==> src/rtl/decoder_pkg.sv <==
// Shared opcode, FSM state and write-position encodings for the instruction decoder.
package decoder_pkg;

  localparam logic [3:0] OP_ADD = 4'd0;
  localparam logic [3:0] OP_SUB = 4'd1;
  localparam logic [3:0] OP_AND = 4'd2;
  localparam logic [3:0] OP_OR  = 4'd3;
  localparam logic [3:0] OP_XOR = 4'd4;
  localparam logic [3:0] OP_NOT = 4'd5;
  localparam logic [3:0] OP_SHL = 4'd6;
  localparam logic [3:0] OP_SHR = 4'd7;
  localparam logic [3:0] OP_LI  = 4'd8;
  localparam logic [3:0] OP_MOV = 4'd9;
  localparam logic [3:0] OP_CMP = 4'd10;
  localparam logic [3:0] OP_BR  = 4'd11;
  localparam logic [3:0] OP_NOP = 4'd15;

  typedef enum logic [2:0] {
    ST_IDLE    = 3'd0,
    ST_DECODE  = 3'd1,
    ST_REGREAD = 3'd2,
    ST_EXEC    = 3'd3,
    ST_WB      = 3'd4,
    ST_TRAP    = 3'd5
  } state_t;

  localparam logic [1:0] WPOS_FULL = 2'd0;
  localparam logic [1:0] WPOS_LOW  = 2'd1;
  localparam logic [1:0] WPOS_HIGH = 2'd2;

endpackage

==> src/rtl/opcode_classify.sv <==
// Combinational opcode classifier: which FSM phases an instruction needs.
// Zero latency, no flow control; opcodes 12-14 are flagged illegal.
module opcode_classify
  import decoder_pkg::*;
(
  input  logic [3:0] op,
  output logic       needsRead,
  output logic       needsExec,
  output logic       writesBack,
  output logic       isImm,
  output logic       isIllegal
);

  always_comb begin
    needsRead  = 1'b0;
    needsExec  = 1'b0;
    writesBack = 1'b0;
    isImm      = 1'b0;
    isIllegal  = 1'b0;
    case (op)
      OP_ADD, OP_SUB, OP_AND, OP_OR, OP_XOR, OP_NOT, OP_SHL, OP_SHR, OP_MOV: begin
        needsRead  = 1'b1;
        needsExec  = 1'b1;
        writesBack = 1'b1;
      end
      OP_LI: begin
        isImm      = 1'b1;
        writesBack = 1'b1;
      end
      OP_CMP, OP_BR: begin
        needsRead = 1'b1;
        needsExec = 1'b1;
      end
      OP_NOP: ;
      default: isIllegal = 1'b1;
    endcase
  end

endmodule

==> src/rtl/instr_decoder.sv <==
// Sequences the register file through read/exec/writeback; one instruction in flight, ready only in IDLE.
// Latency accept->write: LI 2, ALU 4+. ILLEGAL_TRAP_EN: faults park in TRAP until reset.
module instr_decoder
  import decoder_pkg::*;
#(
  parameter int DATA_WIDTH    = 16,
  parameter int REG_SEL_WIDTH = 3,
  parameter int EXEC_TIMEOUT  = 255
) (
  input  logic                     I_clk,
  input  logic                     I_reset_n,
  input  logic [DATA_WIDTH-1:0]    I_instr,
  input  logic                     I_instr_valid,
  output logic                     O_instr_ready,
  output logic                     O_regfile_enable,
  output logic [REG_SEL_WIDTH-1:0] O_rA_select,
  output logic [REG_SEL_WIDTH-1:0] O_rB_select,
  output logic [REG_SEL_WIDTH-1:0] O_rD_select,
  output logic                     O_rD_write,
  output logic [1:0]               O_rD_write_pos,
  output logic [DATA_WIDTH-1:0]    O_rD_in,
  output logic [3:0]               O_alu_op,
  output logic                     O_alu_start,
  input  logic                     I_alu_done,
  input  logic [DATA_WIDTH-1:0]    I_alu_result,
  output logic                     O_illegal
);

  localparam int CNT_W = $clog2(EXEC_TIMEOUT + 1);

`ifdef ILLEGAL_TRAP_EN
  localparam state_t ERR_STATE = ST_TRAP;
`else
  localparam state_t ERR_STATE = ST_IDLE;
`endif

  state_t                  state;
  state_t                  stateNext;
  logic [DATA_WIDTH-1:0]   instrQ;
  logic [DATA_WIDTH-1:0]   resultQ;
  logic [CNT_W-1:0]        execCnt;
  logic [3:0]              op;
  logic [REG_SEL_WIDTH-1:0] rD, rA, rB;
  logic                    hi;
  logic [7:0]              imm8;
  logic                    needsRead, needsExec, writesBack, isImm, isIllegal;
  logic                    timeout;
  logic                    operandPhase;

  assign op   = instrQ[15:12];
  assign rD   = instrQ[11:9];
  assign hi   = instrQ[8];
  assign rA   = instrQ[7:5];
  assign rB   = instrQ[4:2];
  assign imm8 = instrQ[7:0];

  opcode_classify u_classify (
    .op         (op),
    .needsRead  (needsRead),
    .needsExec  (needsExec),
    .writesBack (writesBack),
    .isImm      (isImm),
    .isIllegal  (isIllegal)
  );

  // A done arriving in the very cycle the count expires still wins over the timeout.
  assign timeout = (state == ST_EXEC) && !I_alu_done && (execCnt == CNT_W'(EXEC_TIMEOUT));
  assign operandPhase = (state == ST_REGREAD) || (state == ST_EXEC) || (state == ST_WB);

  always_ff @(posedge I_clk or negedge I_reset_n) begin
    if (!I_reset_n) state <= ST_IDLE;
    else            state <= stateNext;
  end

  always_comb begin
    stateNext = state;
    case (state)
      ST_IDLE:    if (I_instr_valid) stateNext = ST_DECODE;
      ST_DECODE: begin
        if (isIllegal)      stateNext = ERR_STATE;
        else if (isImm)     stateNext = ST_WB;
        else if (needsExec) stateNext = ST_REGREAD;
        else                stateNext = ST_IDLE;
      end
      ST_REGREAD: stateNext = ST_EXEC;
      ST_EXEC: begin
        if (I_alu_done)   stateNext = writesBack ? ST_WB : ST_IDLE;
        else if (timeout) stateNext = ERR_STATE;
      end
      ST_WB:      stateNext = ST_IDLE;
      ST_TRAP:    stateNext = ERR_STATE;
      default:    stateNext = ST_IDLE;
    endcase
  end

  always_ff @(posedge I_clk or negedge I_reset_n) begin
    if (!I_reset_n) begin
      instrQ  <= '0;
      resultQ <= '0;
      execCnt <= '0;
    end else begin
      if (state == ST_IDLE && I_instr_valid) instrQ <= I_instr;
      if (state == ST_EXEC && I_alu_done)    resultQ <= I_alu_result;
      execCnt <= (state == ST_EXEC) ? execCnt + CNT_W'(1) : '0;
    end
  end

  always_comb begin
    O_instr_ready    = (state == ST_IDLE);
    O_regfile_enable = (state == ST_REGREAD) || (state == ST_WB);
    O_rA_select      = '0;
    O_rB_select      = '0;
    O_rD_select      = '0;
    O_rD_write       = 1'b0;
    O_rD_write_pos   = WPOS_FULL;
    O_rD_in          = '0;
    O_alu_op         = '0;
    O_alu_start      = (state == ST_EXEC) && (execCnt == '0);
    O_illegal        = ((state == ST_DECODE) && isIllegal) || timeout;
`ifdef ILLEGAL_TRAP_EN
    if (state == ST_TRAP) O_illegal = 1'b1;
`endif
    if (operandPhase && needsRead) begin
      O_rA_select = rA;
      O_rB_select = rB;
    end
    if (operandPhase && needsExec) O_alu_op = op;
    if (state == ST_WB) begin
      O_rD_select = rD;
      O_rD_write  = 1'b1;
      if (isImm) begin
        O_rD_write_pos = hi ? WPOS_HIGH : WPOS_LOW;
        O_rD_in        = {imm8, imm8};
      end else begin
        O_rD_in = resultQ;
      end
    end
  end

endmodule

==> config.mk <==
export PLATFORM = sky130hd
export DESIGN_NAME = instr_decoder
export DESIGN_NICKNAME = d
export VERILOG_FILES = /design/src/rtl/decoder_pkg.sv /design/src/rtl/opcode_classify.sv /design/src/rtl/instr_decoder.sv
export SDC_FILE = /design/constraint.sdc
export NUM_CORES = 1
export LEC_CHECK = 0
export ABC_AREA = 1
export ABC_CLOCK_PERIOD_IN_PS = 3230
export BUFFER_PORTS_ARGS = -buffer_cell sky130_fd_sc_hd__buf_2
export CAP_MARGIN = 20
export CORE_MARGIN = 2
export CORE_UTILIZATION = 34
export CTS_BUF_LIST = sky130_fd_sc_hd__clkbuf_8
export DETAILED_ROUTE_END_ITERATION = 10
export HOLD_SLACK_MARGIN = 0.05
export PLACE_DENSITY = 0.62
export SYNTH_ARGS = -nofsm -noshare
export SYNTH_HDL_FRONTEND = slang
export SYNTH_SLANG_ARGS = --single-unit
==> constraint.sdc <==
create_clock -name I_clk -period 3.23 [get_ports I_clk]
set_clock_uncertainty 0.15 [all_clocks]
set_input_delay 0.323 -clock I_clk [delete_from_list [all_inputs] [get_ports I_clk]]
set_output_delay 0.323 -clock I_clk [all_outputs]
set_load 0.05 [all_outputs]
==> run summary <==
After clock tree synthesis, the clock-pin slew on the worst setup and hold paths is 0.08 ns. The worst hold margin was 0.0755 ns. At the end of routability-driven placement, the weighted congestion stood at 0.824. In this run the tightest slew margin relative to its limit is 59.8%. The minimum period implied by the final worst setup slack is 2.21 ns, and the worst-case clock buffer depth is 2.

The critical path data required time was 2.76 ns. In this run switching power makes up 48.8% of total power. Number of antenna violations at the first check in global routing: 0. The area occupied by registers was 0.00108 mm^2. In this run the cell area of the synthesized design comes to 0.00222 mm^2.

Summing internal, switching and leakage power gives 2330 uW. The count of input and output buffers was 71; the TritonCTS sink count was 43. When the netlist entered floorplanning its net count stood at 329.

The final layout contains 402 nets. Die boundary width: 84.8 um. The detailed-route via count came out at 2054. Post-synthesis cell type count: 25.

IR analysis of the VDD net gives a maximum drop of 460 uV. Sequential cells burn 38.2% of the power. The maximum clock rate was 453 MHz. The tools report the count of boundary I/O pins as 72. Setup violations remaining at the end of the flow were counted as 0. Dividing total power by cell area gives a power density of 849 mW/mm^2. Cell internal power was estimated by the tool at 1190 uW.

The highest fanout seen on the critical path was 23. By area, the combinational part of the netlist is dominated by simple AND/OR/NAND/NOR gates. From synthesis to final layout, the design area changed by 23.5%. The floorplan row count was 29; the overall overflow remaining after global route was 0. The critical path contains buffers and inverters numbering 3 combined. The post-synthesis share of cell area spent on and, or, nand and nor gates was 31.4%; the setup fix buffers added after clock tree synthesis was 0. Setup repair after global routing left no endpoint under its margin.

The critical path in this run is classified as register to output port. The tools report the number of optimization iterations in the first detailed-route pass as 4. The area of the multi-input gates came out at 967 um^2. The logs give 69 for the first-iteration detailed-routing DRC count and 16.0% for the global-route total usage across every layer. The routed length per instance was 12.5 um. The clock reaches the later pin of the worst-skew pair after 0.29 ns.

The actual slew at the worst max-slew pin was 0.602 ns. Walking the worst path, the cells encountered are inv_2 > nand3_1 > buf_4 > a21oi_1 > buf_2. The tools report the post-placement cell count as 432. The worst path arrival time is 1.74 ns, and the die boundary height is 84.8 um. TritonCTS created 5 clock buffers.

For the proportion of power drawn by combinational gates, the log shows 47.7%. Summing the areas of all xor and xnor instances in the mapped netlist gives 0.394% of the synthesized area. The switching power total is 1140 uW. The setup TNS after final layout was 0 ns; the proportion of synthesized area in mux cells was 0%. Entering global routing, the biggest net connects 44 pins. In this run, synthesis produced a sequential element count of 43.

In the routed layout, each cell is associated on average with a via count of 4.65. The number of maximum-capacitance constraint violations is 0. On the critical path, the stage with the largest delay is an instance of dfrtp_1. The type of the most critical hold path was primary input to register. In the routed design, unresolved DRC markers number 0. Cells with a size suffix above 1 make up 25.5% of the layout.

0 antenna diodes ended up in the layout. The period utilization is 68.4%. TritonCTS built the clock tree.

The count of nets left with antenna violations once routing finished came out at 0. STA classifies the critical path endpoint as an output port. Sequential cells were found to cover 48.4% of the synthesized design area. Summed over all nets, the half-perimeter wirelength after detailed placement is 4.09 mm. In this run the mean area of a mapped cell was 7.64 um^2. The largest single stage delay on the critical path is 0.46 ns. The first global-routing pass estimated 9.19 mm of wire. Summing the areas of all fa, ha and maj instances in the mapped netlist gives 1.13% of the synthesized area. During synthesis, Yosys emitted a total of 0 warnings.

The number of filler instances in the final layout was 668. The max-slew violation count is 0. The H-tree was split into 2 levels.

The run finished with clean final reports. For this run, the number of standard cells in the final layout without fillers is 442. For the initial cell density of the core, the log shows 35.0%. STA classifies the critical path startpoint as a register.

The hold violation count in the final report was 0; the number of standard cells after synthesis was 291. The leakage power total was 0.00154 uW. Summing the areas of all compound-gate instances in the mapped netlist gives 10.6% of the synthesized area. The logs give 0 for the number of resized instances in the post-cts repair step and 0.00635 mm^2 for the area of the placeable core. After detailed routing, the total wire length is 5.51 mm.

In this run the clock root is driven by a clkbuf_8. The die covers 0.00720 mm^2. In this run, the clock network consumes 14.0% of the power.

The run gives 2035 as the number of global-route vias before repair. On the critical path the largest part of the delay comes from buffers and inverters.
## worst paths after layout
path / from / end / slack [ns] / cells after the start
max in group asynchronous: I_reset_n / resultQ[5] / 2.06 / 3
setup reg to reg: state[0] / instrQ[15] / 1.36 / 4
hold reg to reg: resultQ[7] / resultQ[7] / 0.33 / 2
setup / recovery: state[1] / O_rD_in[3] / 1.02 / 5
hold / removal: I_alu_result[11] / resultQ[11] / 0.08 / 3
min in group asynchronous: I_reset_n / execCnt[6] / 0.38 / 2
## cell families after synthesis
kind of cell	Yosys count
AO/OA/AOI/OAI	46
XOR/XNOR	1
adder cells (fa/ha/maj)	2
buffers and inverters	39
flip-flops	43
AND/OR/NAND/NOR	160
## Yosys cell counts, drive strengths merged
master	instances	area (um^2)
nor2	48	204
o21ai	10	53.8
nand4	1	6.26
buf	9	63.8
dfrtp	43	1080
inv	30	115
nand3	22	128
nor3	1	10.0
nor3b	1	12.5
nand2	87	337
xor2	1	8.76
a21oi	35	175
o21bai	1	7.51
ha	2	25.0
## worst reg2reg max path: stages (launching register included)
cell	delay [ns]
dfrtp_1	0.45
nor2_1	0.23
nand3_2	0.51
nor2_1	0.31
a21oi_1	0.07
## power groups by stage
stage               clock, uW  sequential (uW)  combinational [uW]
floorplan                   0              865                 897
global placement            0              895                1110
detailed placement          0              902                1120
CTS                       339              893                1120
global route              358              917                1250
finish                    327              891                1110
## state kept, by name (all words and copies together), names as in the netlist
register  cells
execCnt       8
instrQ       16
resultQ      16
state         3
## cell usage in the layout, fill, tap and decap left out, drive strengths merged, types with 2 or more instances in the layout
master,count
a21oi,35
ha,2
inv,32
nor2,48
nand3,22
nand2,87
o21ai,10
dfrtp,43
buf,74
clkbuf,5
## routing by layer
metal	track usage [%]	up-vias	wire length, um
met5	0	-	0
met4	4.62	0	36
met3	3.40	4	256
met2	26.1	57	2610
met1	21.6	933	2600
li1	-	1060	-
## stage by stage
stage | util [%] | cell area, um^2 | worst slack [ns]
CTS | 42.6 | 2710 | 1.00
finish | 43.2 | 2740 | 1.02
global route | 43.2 | 2740 | 0.910
detailed placement | 41.3 | 2630 | 1.32
floorplan | - | 2220 | 0.848
global placement | 41.3 | 2630 | 1.33
## repair_timing
action / 4_1_cts / 5_1_grt
setup endpoints to repair: 0 / 0
hold endpoints to repair: 0 / 19
hold buffers: 0 / 1
## cell type report
type / instances / area share (%)
Sequential cell: 43 / 39.2
Multi-Input combinational cell: 209 / 35.2
Timing Repair Buffer: 75 / 14.9
Inverter: 30 / 4.20
Tap cell: 77 / 3.51
Clock buffer: 5 / 2.51
Clock inverter: 3 / 0.456
(Power assumes the default switching activity.)
